--- config.mk ---
export PLATFORM = sky130hd
export DESIGN_NAME = fifo_read_drain
export DESIGN_NICKNAME = d
export VERILOG_FILES = /design/src/rtl/fifo_read_drain.sv
export SDC_FILE = /design/constraint.sdc
export NUM_CORES = 1
export LEC_CHECK = 0
export ABC_AREA = 1
export CAP_MARGIN = 20
export CORE_UTILIZATION = 30
export DETAILED_ROUTE_END_ITERATION = 8
export GPL_TIMING_DRIVEN = 0
export PLACE_DENSITY = 0.53
export RECOVER_POWER = 100
export SLEW_MARGIN = 20
export SYNTH_ARGS = -nofsm -noshare
export SYNTH_HDL_FRONTEND = slang
export SYNTH_SLANG_ARGS = --single-unit
--- constraint.sdc ---
create_clock -name i_rclk -period 3.3 [get_ports i_rclk]
set_clock_uncertainty 0.15 [all_clocks]
set_input_delay 0.33 -clock i_rclk [delete_from_list [all_inputs] [get_ports i_rclk]]
set_output_delay 0.33 -clock i_rclk [all_outputs]
set_load 0.01 [all_outputs]
--- src/rtl/fifo_read_drain.sv ---
// Read-domain burst consumer: pops i_len words from a FWFT async FIFO and
// replays them as a valid/ready stream through a 2-entry output buffer.
//
// state | meaning
// IDLE  | waiting for i_start
// BUSY  | popping while words remain, watching for empty stalls
// FLUSH | no more pops; waiting for the output buffer to drain
// DONE  | one-cycle o_done / o_err pulse
module fifo_read_drain #(
    parameter int DATA_WIDTH     = 8,
    parameter int LEN_W          = 16,
    parameter int TIMEOUT_CYCLES = 256
) (
    input  logic                  i_rclk,
    input  logic                  i_rrst_n,
    input  logic                  i_start,
    input  logic [LEN_W-1:0]      i_len,
    output logic                  o_busy,
    output logic                  o_rinc,
    input  logic                  i_rempty,
    input  logic [DATA_WIDTH-1:0] i_rdata,
    output logic                  o_valid,
    input  logic                  i_ready,
    output logic [DATA_WIDTH-1:0] o_data,
    output logic                  o_last,
    output logic                  o_done,
    output logic                  o_err,
    output logic [LEN_W-1:0]      o_count
);
    localparam int            SW         = $clog2(TIMEOUT_CYCLES + 1);
    localparam logic [SW-1:0] STALL_LOAD = SW'(TIMEOUT_CYCLES);

    typedef enum logic [1:0] {IDLE, BUSY, FLUSH, DONE} state_t;

    state_t                  state, state_nx;
    logic [LEN_W-1:0]        rem;
    logic [SW-1:0]           stall_left;
    logic                    abort;
    logic [DATA_WIDTH-1:0]   buf_data [2];
    logic                    buf_tag  [2];
    logic                    wptr, rptr;
    logic [1:0]              buf_cnt;
    logic                    pop, take, stall_cyc, timeout_hit;

    assign pop         = (state == BUSY) && (rem != '0) && !i_rempty && (buf_cnt != 2'd2);
    assign stall_cyc   = (state == BUSY) && (rem != '0) && i_rempty;
    assign timeout_hit = stall_cyc && (stall_left == SW'(1));
    assign o_valid     = (buf_cnt != 2'd0);
    assign take        = o_valid && i_ready;
    assign o_data      = buf_data[rptr];
    assign o_last      = buf_tag[rptr] && o_valid;

    always_ff @(posedge i_rclk or negedge i_rrst_n) begin
        if (!i_rrst_n) state <= IDLE;
        else           state <= state_nx;
    end

    always_comb begin
        state_nx = state;
        o_busy   = 1'b0;
        o_done   = 1'b0;
        o_err    = 1'b0;
        o_rinc   = pop;
        case (state)
            IDLE: begin
                if (i_start) state_nx = (i_len == '0) ? DONE : BUSY;
            end
            BUSY: begin
                o_busy = 1'b1;
                if ((pop && rem == LEN_W'(1)) || timeout_hit) state_nx = FLUSH;
            end
            FLUSH: begin
                o_busy = 1'b1;
                if (buf_cnt == 2'd0) state_nx = DONE;
            end
            DONE: begin
                o_busy   = 1'b1;
                o_done   = 1'b1;
                o_err    = abort;
                state_nx = IDLE;
            end
            default: state_nx = IDLE;
        endcase
    end

    // Stall timer counts down from TIMEOUT_CYCLES; reloaded by every pop.
    always_ff @(posedge i_rclk or negedge i_rrst_n) begin
        if (!i_rrst_n) begin
            rem        <= '0;
            o_count    <= '0;
            stall_left <= '0;
            abort      <= 1'b0;
        end else if (state == IDLE && i_start) begin
            rem        <= i_len;
            o_count    <= '0;
            stall_left <= STALL_LOAD;
            abort      <= 1'b0;
        end else if (pop) begin
            rem        <= rem - LEN_W'(1);
            o_count    <= o_count + LEN_W'(1);
            stall_left <= STALL_LOAD;
        end else if (stall_cyc) begin
            if (stall_left == SW'(1)) abort <= 1'b1;
            else                      stall_left <= stall_left - SW'(1);
        end
    end

    always_ff @(posedge i_rclk or negedge i_rrst_n) begin
        if (!i_rrst_n) begin
            buf_data[0] <= '0;
            buf_data[1] <= '0;
            buf_tag[0]  <= 1'b0;
            buf_tag[1]  <= 1'b0;
            wptr        <= 1'b0;
            rptr        <= 1'b0;
            buf_cnt     <= 2'd0;
        end else begin
            if (pop) begin
                buf_data[wptr] <= i_rdata;
                buf_tag[wptr]  <= (rem == LEN_W'(1));
                wptr           <= ~wptr;
            end
            if (take) rptr <= ~rptr;
            case ({pop, take})
                2'b10:   buf_cnt <= buf_cnt + 2'd1;
                2'b01:   buf_cnt <= buf_cnt - 2'd1;
                default: ;
            endcase
        end
    end
endmodule

==> out/qor.csv, run 1 <==
stage,metric,value,unit
global_route,gr ovfl total,0,
layout,ANT cells,0,
yosys,Compound-Gate Fraction of Synth Area,0.0804,
yosys,Post-Synth Simple-Gate Area,0.330,
setup_path,cell family with the largest share of critical-path delay,buffers and inverters,
clock_network,clock tree buffer depth,2,
drt,met3 WL post-DR,408,um
drt,DRT Pass-1 Iters,4,
drt,1st-iter DRT viols,192,
yosys,area of the mapped netlist,4000,um2
setup_path,crit path launch type,flip-flop,
power_and_ir_drop,clock power share,0.229,
yosys,syn nets,571,
yosys,Mapped Cells,531,
yosys,Main synth FF type,dfrtp_1,
floorplan,Core Area,12800,um2
sta,fin. max-slew vios,27,
yosys,Post-Synth Adder-Cell Area,0.0344,
global_route,initial antenna violation count,0,
place,count of buffers from port buffering,58,
sta,fmax,0.336,GHz
yosys,Synth area leader,dfrtp_1,
drt,Vias/cell,4.60,
layout,multi-input logic area,1960,um2
power_and_ir_drop,Seq pwr share,0.317,
sta,Hold WS,322,ps
status,failing checks,"capacitance limit, slew limit",
yosys,number of synthesized register bits,66,
setup_path,crit-path max FO,10,
setup_path,worst r2r src,rem[0],
floorplan,die width,117,um
power_and_ir_drop,Net Sw Frac,0.415,
yosys,sequential-to-total area share from yosys stat,0.413,
sta,period utilization,0.901,
clock_network,CTS Hold Bufs,1,
global_route,largest net degree at the start of global routing,41,
global_route,number of global-route vias before repair,3507,
place,hpwl dp,7400,um
sta,Worst Tran Pin Value,1610,ps
yosys,synth unique cells,39,
drt,Avg WL per Cell,12.9,um
power_and_ir_drop,sw power,0.00175,W
yosys,post-synthesis mux area share,0,
power_and_ir_drop,P_leak,2.35,nW
place,Placed Cells,762,
min_path,hold_sp,buf_data[5],
setup_path,WP data required,2820,ps
clock_network,htree depth,3,
layout,Sequential cell area,1650,um2
drt,vias,3577,
layout,"non-filler cells, final",778,
yosys,top cell type's share of synthesized area,0.413,
drt,post-route antenna net violation count,0,
yosys,YS warnings,0,
yosys,fraction of registers with async set/reset,1.00,
floorplan,die height,117,um
drt,DR WL met2,4520,um
setup_path,Max stage delay on crit path,570,ps
sta,setup TNS,0,ps
setup_path,critical path data arrival time,2490,ps
yosys,largest family of logic cells by synthesized area,simple AND/OR/NAND/NOR gates,
sta,endpoints failing setup,0,
power_and_ir_drop,Logic pwr share,0.454,
sta,RSZ-0062 raised after global routing,no,
power_and_ir_drop,Total Power,0.00420,W
clock_network,CTS tree,done,
layout,share of layout cells above drive strength 1,0.0561,
sta,Final Hold Vio Count,0,
layout,Final Core Density,0.393,
clock_network,clock sinks,66,
power_and_ir_drop,Pint,0.00246,W
setup_path,CP max-delay cell,clkdlybuf4s50_1,
yosys,xor-xnor portion of the synthesized cell area,0.0613,
floorplan,Cell Rows,41,
sta,post-layout minimum cycle time,2970,ps
min_path,hold crit path type,flip-flop to flip-flop,
yosys,number of synthesized flops with an enable pin,0,
layout,Fill cells,1359,
sta,Slew Limit Headroom,-0.0726,
clock_network,Post-CTS Resized,0,
clock_network,Worst-Skew Late Latency,340,ps
drt,WL met1,4960,um
yosys,Synth Area per Inst,7.54,um2
drt,top layer in use,met4,
setup_path,Worst Setup End Kind,output port,
clock_network,clk slew on worst S/H paths,60,ps
layout,Area growth syn-to-layout,25.9,%
place,routability cong.,0.850,
global_route,first-pass GRT wire length,17400,um
setup_path,reg2reg setup slack,480,ps
power_and_ir_drop,Max IR drop VDD,281,uV
status,outcome,"finished, violations left",
global_route,Tot GR Track Use,0.158,
power_and_ir_drop,Power Density,835,nW/um2
floorplan,DIE AREA,13800,um2
setup_path,crit path launch,rem[0],
drt,drt drc,0,
layout,Total Nets Final,642,
setup_path,critical-path cell list,inv_1 -> ha_1 -> nand2_1 -> nor2_4 -> nand2_1 -> nand2_4 -> inv_4 -> nand2_8 -> buf_12 -> inv_1 -> clkdlybuf4s50_1,
floorplan,Initial Util,0.312,
yosys,top post-synthesis cells by area,"dfrtp_1 41%, nand2_1 15%, inv_1 5.5%, nand3_1 4.5%, nor2_1 4.5%",
setup_path,Crit Path Category,flip-flop to output port,
run,Max Cap Viol,1,
floorplan,I/O pins,59,
clock_network,postcts setup bufs,0,
clock_network,cts bufs inserted,9,
drt,WL final,10000,um
clock_network,Root Buffer,clkbuf_16,
setup_path,Buf/Inv on CP,5,
cells by family after synthesis:
logic type               count (synthesis)
AO/OA/AOI/OAI                           57
XOR/XNOR                                28
adder cells (fa/ha/maj)                 11
buffers and inverters                   75
flip-flops                              66
AND/OR/NAND/NOR                        294
power by group through the flow:
stage	clock, W	sequential, W	combinational, W
floorplan	0	0.00130	0.00141
finish	0.000962	0.00133	0.00191
detailed placement	0	0.00135	0.00204
global placement	0	0.00134	0.00201
global route	0.00103	0.00137	0.00221
CTS	0.000999	0.00134	0.00205
synth_stat cells, types with 2 or more instances:
master / instances
o21ai_0: 28
nor3b_1: 2
nand2_1: 165
nand3_1: 36
o211ai_1: 5
nand4_1: 9
ha_1: 11
nand2_2: 2
buf_2: 4
dfrtp_1: 66
nor2_2: 6
xor2_1: 19
o21ai_1: 10
nor3_1: 14
inv_1: 59
clkbuf_1: 5
o31ai_1: 2
or2_2: 2
nor2_4: 2
xnor2_1: 9
nor2_1: 48
buf_4: 2
nand2_4: 3
a21oi_1: 7
worst register-to-register path: stages (launching register included):
cell and delay, ps:
dfrtp_1 380, inv_1 140, ha_1 210, nand2_1 150, nor2_4 170, nand2_1 120, nand2_4 100, inv_4 50
nand2_8 70, nand2_1 190, clkinvlp_2 310, clkbuf_1 490, nand2_1 100, o31ai_1 90
sequential cells by signal, indices dropped and copies added, names as in the netlist:
name,cells
rem,16
state,2
buf_data,16
buf_cnt,2
wptr,1
rptr,1
buf_tag,2
abort,1
o_count,16
stall_left,9
routing by layer:
metal	track usage	up-vias
met4	0.0513	0
met1	0.210	1668
met2	0.247	72
met3	0.0460	11
met5	0	-
li1	-	1826
metrics by stage:
stage	cell area [um2]	worst slack [ps]
2_1_floorplan	4000	979
3_3_place_gp	4800	-747
3_5_place_dp	4810	731
4_1_cts	5120	345
5_1_grt	5040	147
6_report	5040	325
area by class of cell:
class	count	share of cell area
multi-input combinational	390	0.389
sequential	66	0.328
timing repair buffer	60	0.120
clock buffer	10	0.0475
inverter	62	0.0470
tap	172	0.0427
buffer	13	0.0154
clock inverter	5	0.0109
final timing paths:
kind                            cells after the start          end
worst max-delay path                               11       o_rinc
worst min-delay path                                2  buf_data[5]
worst max register to register                     13   o_count[5]
worst min register to register                      2  buf_data[5]
max in group asynchronous                           2        abort
min in group asynchronous                           2   o_count[7]
placed cells by master, fill, tap and decap left out, types with 2 or more instances in the layout:
master / synthesis / layout
nand2_1: 165 / 169
dfrtp_1: 66 / 66
inv_1: 59 / 60
nor2_1: 48 / 51
o21ai_0: 28 / 37
nand3_1: 36 / 37
dlygate4sd3_1: 0 / 30
clkdlybuf4s50_1: 0 / 28
xor2_1: 19 / 19
nor3_1: 14 / 14
clkbuf_1: 5 / 11
ha_1: 11 / 11
xnor2_1: 9 / 9
nand4_1: 9 / 9
clkbuf_16: 0 / 9
a21oi_1: 7 / 7
o211ai_1: 5 / 6
nor2_2: 6 / 5
buf_12: 1 / 2
o21ai_1: 10 / 2
o31ai_1: 2 / 2
nor3b_1: 2 / 2
or2_2: 2 / 2
clkinvlp_4: 0 / 2
clkinv_2: 1 / 2
Note: power is estimated with default switching activity, not from simulation.
==> inputs of run 2 (changes only) <==
--- a/config.mk
+++ b/config.mk
@@ -7,10 +7,12 @@
 export LEC_CHECK = 0
 export ABC_AREA = 1
 export CAP_MARGIN = 20
+export CELL_PAD_IN_SITES_DETAIL_PLACEMENT = 0
+export CELL_PAD_IN_SITES_GLOBAL_PLACEMENT = 1
 export CORE_UTILIZATION = 30
 export DETAILED_ROUTE_END_ITERATION = 8
 export GPL_TIMING_DRIVEN = 0
-export PLACE_DENSITY = 0.53
+export PLACE_DENSITY_LB_ADDON = 0.25
 export RECOVER_POWER = 100
 export SLEW_MARGIN = 20
 export SYNTH_ARGS = -nofsm -noshare
==> out/qor.csv, run 2 (same netlist as run 1, synthesis figures left out) <==
stage,metric,value,unit
clock_network,Root Buffer,clkbuf_16,
sta,fin. max-slew vios,30,
setup_path,Crit Path Category,flip-flop to output port,
status,outcome,"finished, violations left",
place,routability cong.,0.787,
setup_path,reg2reg end,buf_tag[0],
setup_path,FF-to-FF path depth,13,
floorplan,die height,117,um
global_route,gr ovfl total,0,
power_and_ir_drop,P_leak,2.36,nW
layout,"leading cell type in the layout, fill and taps excluded",nand2_1,
power_and_ir_drop,Power Density,835,nW/um2
setup_path,reg2reg setup slack,500,ps
clock_network,htree depth,3,
floorplan,die width,117,um
clock_network,postcts setup bufs,0,
drt,WL final,10200,um
layout,design area,5050,um2
global_route,Tot GR Track Use,0.161,
min_path,hold crit path type,flip-flop to flip-flop,
min_path,hold_sp,buf_data[4],
run,Max Cap Viol,1,
clock_network,CTS tree,done,
drt,1st-iter DRT viols,129,
global_route,first-pass GRT wire length,17600,um
place,count of buffers from port buffering,58,
drt,Avg WL per Cell,13.1,um
sta,Hold WS,319,ps
layout,Total Nets Final,642,
power_and_ir_drop,Max IR drop VDD,271,uV
setup_path,worst r2r src,rem[0],
layout,top flop regs,"buf_data x16, o_count x16, rem x16",
global_route,initial antenna violation count,0,
place,Placed Cells,762,
floorplan,I/O pins,59,
sta,Slew Limit Headroom,-0.212,
sta,RSZ-0062 raised after global routing,no,
setup_path,crit path launch type,flip-flop,
sta,Worst Tran Pin Value,1820,ps
clock_network,clock sinks,66,
floorplan,DIE AREA,13800,um2
sta,Final Hold Vio Count,0,
place,area of placed instances,4810,um2
clock_network,cts bufs inserted,9,
clock_network,CTS Hold Bufs,1,
setup_path,Critical Path End,o_rinc,
clock_network,Worst-Skew Late Latency,340,ps
layout,Final Core Density,0.393,
clock_network,clk slew on worst S/H paths,60,ps
layout,Area growth syn-to-layout,26.1,%
sta,fmax,0.336,GHz
floorplan,Cell Rows,41,
layout,share of layout cells above drive strength 1,0.0610,
status,failing checks,"capacitance limit, slew limit",
clock_network,Post-CTS Resized,0,
drt,vias,3568,
drt,DRT Pass-1 Iters,4,
floorplan,Initial Util,0.312,
setup_path,crit-path max FO,10,
sta,setup TNS,0,ps
layout,ANT cells,0,
global_route,number of global-route vias before repair,3631,
setup_path,critical path data arrival time,2500,ps
global_route,largest net degree at the start of global routing,38,
setup_path,WP data required,2820,ps
drt,Vias/cell,4.58,
setup_path,Worst Setup End Kind,output port,
clock_network,clock tree buffer depth,2,
drt,post-route antenna net violation count,0,
sta,period utilization,0.903,
sta,post-layout minimum cycle time,2980,ps
floorplan,Core Area,12800,um2
place,hpwl dp,7620,um
setup_path,crit path launch,rem[0],
layout,Fill cells,1382,
layout,most frequent cells in the layout,"169 x nand2_1, 66 x dfrtp_1, 60 x inv_1, 50 x nor2_1",
drt,drt drc,0,
layout,"non-filler cells, final",779,
sta,endpoints failing setup,0,
-- run 2: cell count changes in the layout (fill, tap and decap cells not counted), sizes merged --
cell	previous run	this run
buf	4	5
clkbuf	21	20
clkinv	2	3
-- run 2: layout make-up --
class,instances,area [um2],share of cell area
clock inverters,6,67.6,0.0134
clock buffers,10,229,0.0454
well taps,172,215,0.0426
inverters,62,236,0.0469
flip-flops and latches,66,1650,0.327
multi-input cells,390,1960,0.388
repair buffers,60,604,0.120
plain buffers,13,82.6,0.0164
-- run 2: routing by layer --
metal	global-route usage	vias to the layer above	routed length, um
met5	0	-	0
met4	0.0713	0	160
met3	0.0397	10	429
met2	0.253	72	4540
met1	0.209	1660	5090
li1	-	1826	-
-- run 2: worst min path at each step --
stage	cells after the start	to	slack, ps
detailed placement	1	o_count[10]	160
global route	2	buf_data[1]	340
CTS	2	buf_data[1]	320
global placement	2	buf_data[3]	300
finish	2	buf_data[4]	320
floorplan	0	abort	-120
-- run 2: through the flow --
stage	power (W)	worst slack [ps]
finish	0.00421	320
CTS	0.00439	343
floorplan	0.00272	979
global placement	0.00336	-712
detailed placement	0.00341	721
global route	0.00460	155
-- run 2: critical path: stages, from the launching register on --
cell,delay [ps]
dfrtp_1,360
inv_1,100
ha_1,240
nand2_1,180
nor2_4,70
nand2_1,130
nand2_4,80
inv_4,80
nand2_8,60
buf_12,150
inv_1,140
clkdlybuf4s50_1,560
-- run 2: power breakdown --
group | switching (W) | internal (W) | leakage, nW
registers | 0.000229 | 0.00111 | 0.851
logic | 0.00116 | 0.000759 | 1.37
clock network | 0.000372 | 0.000586 | 0.139
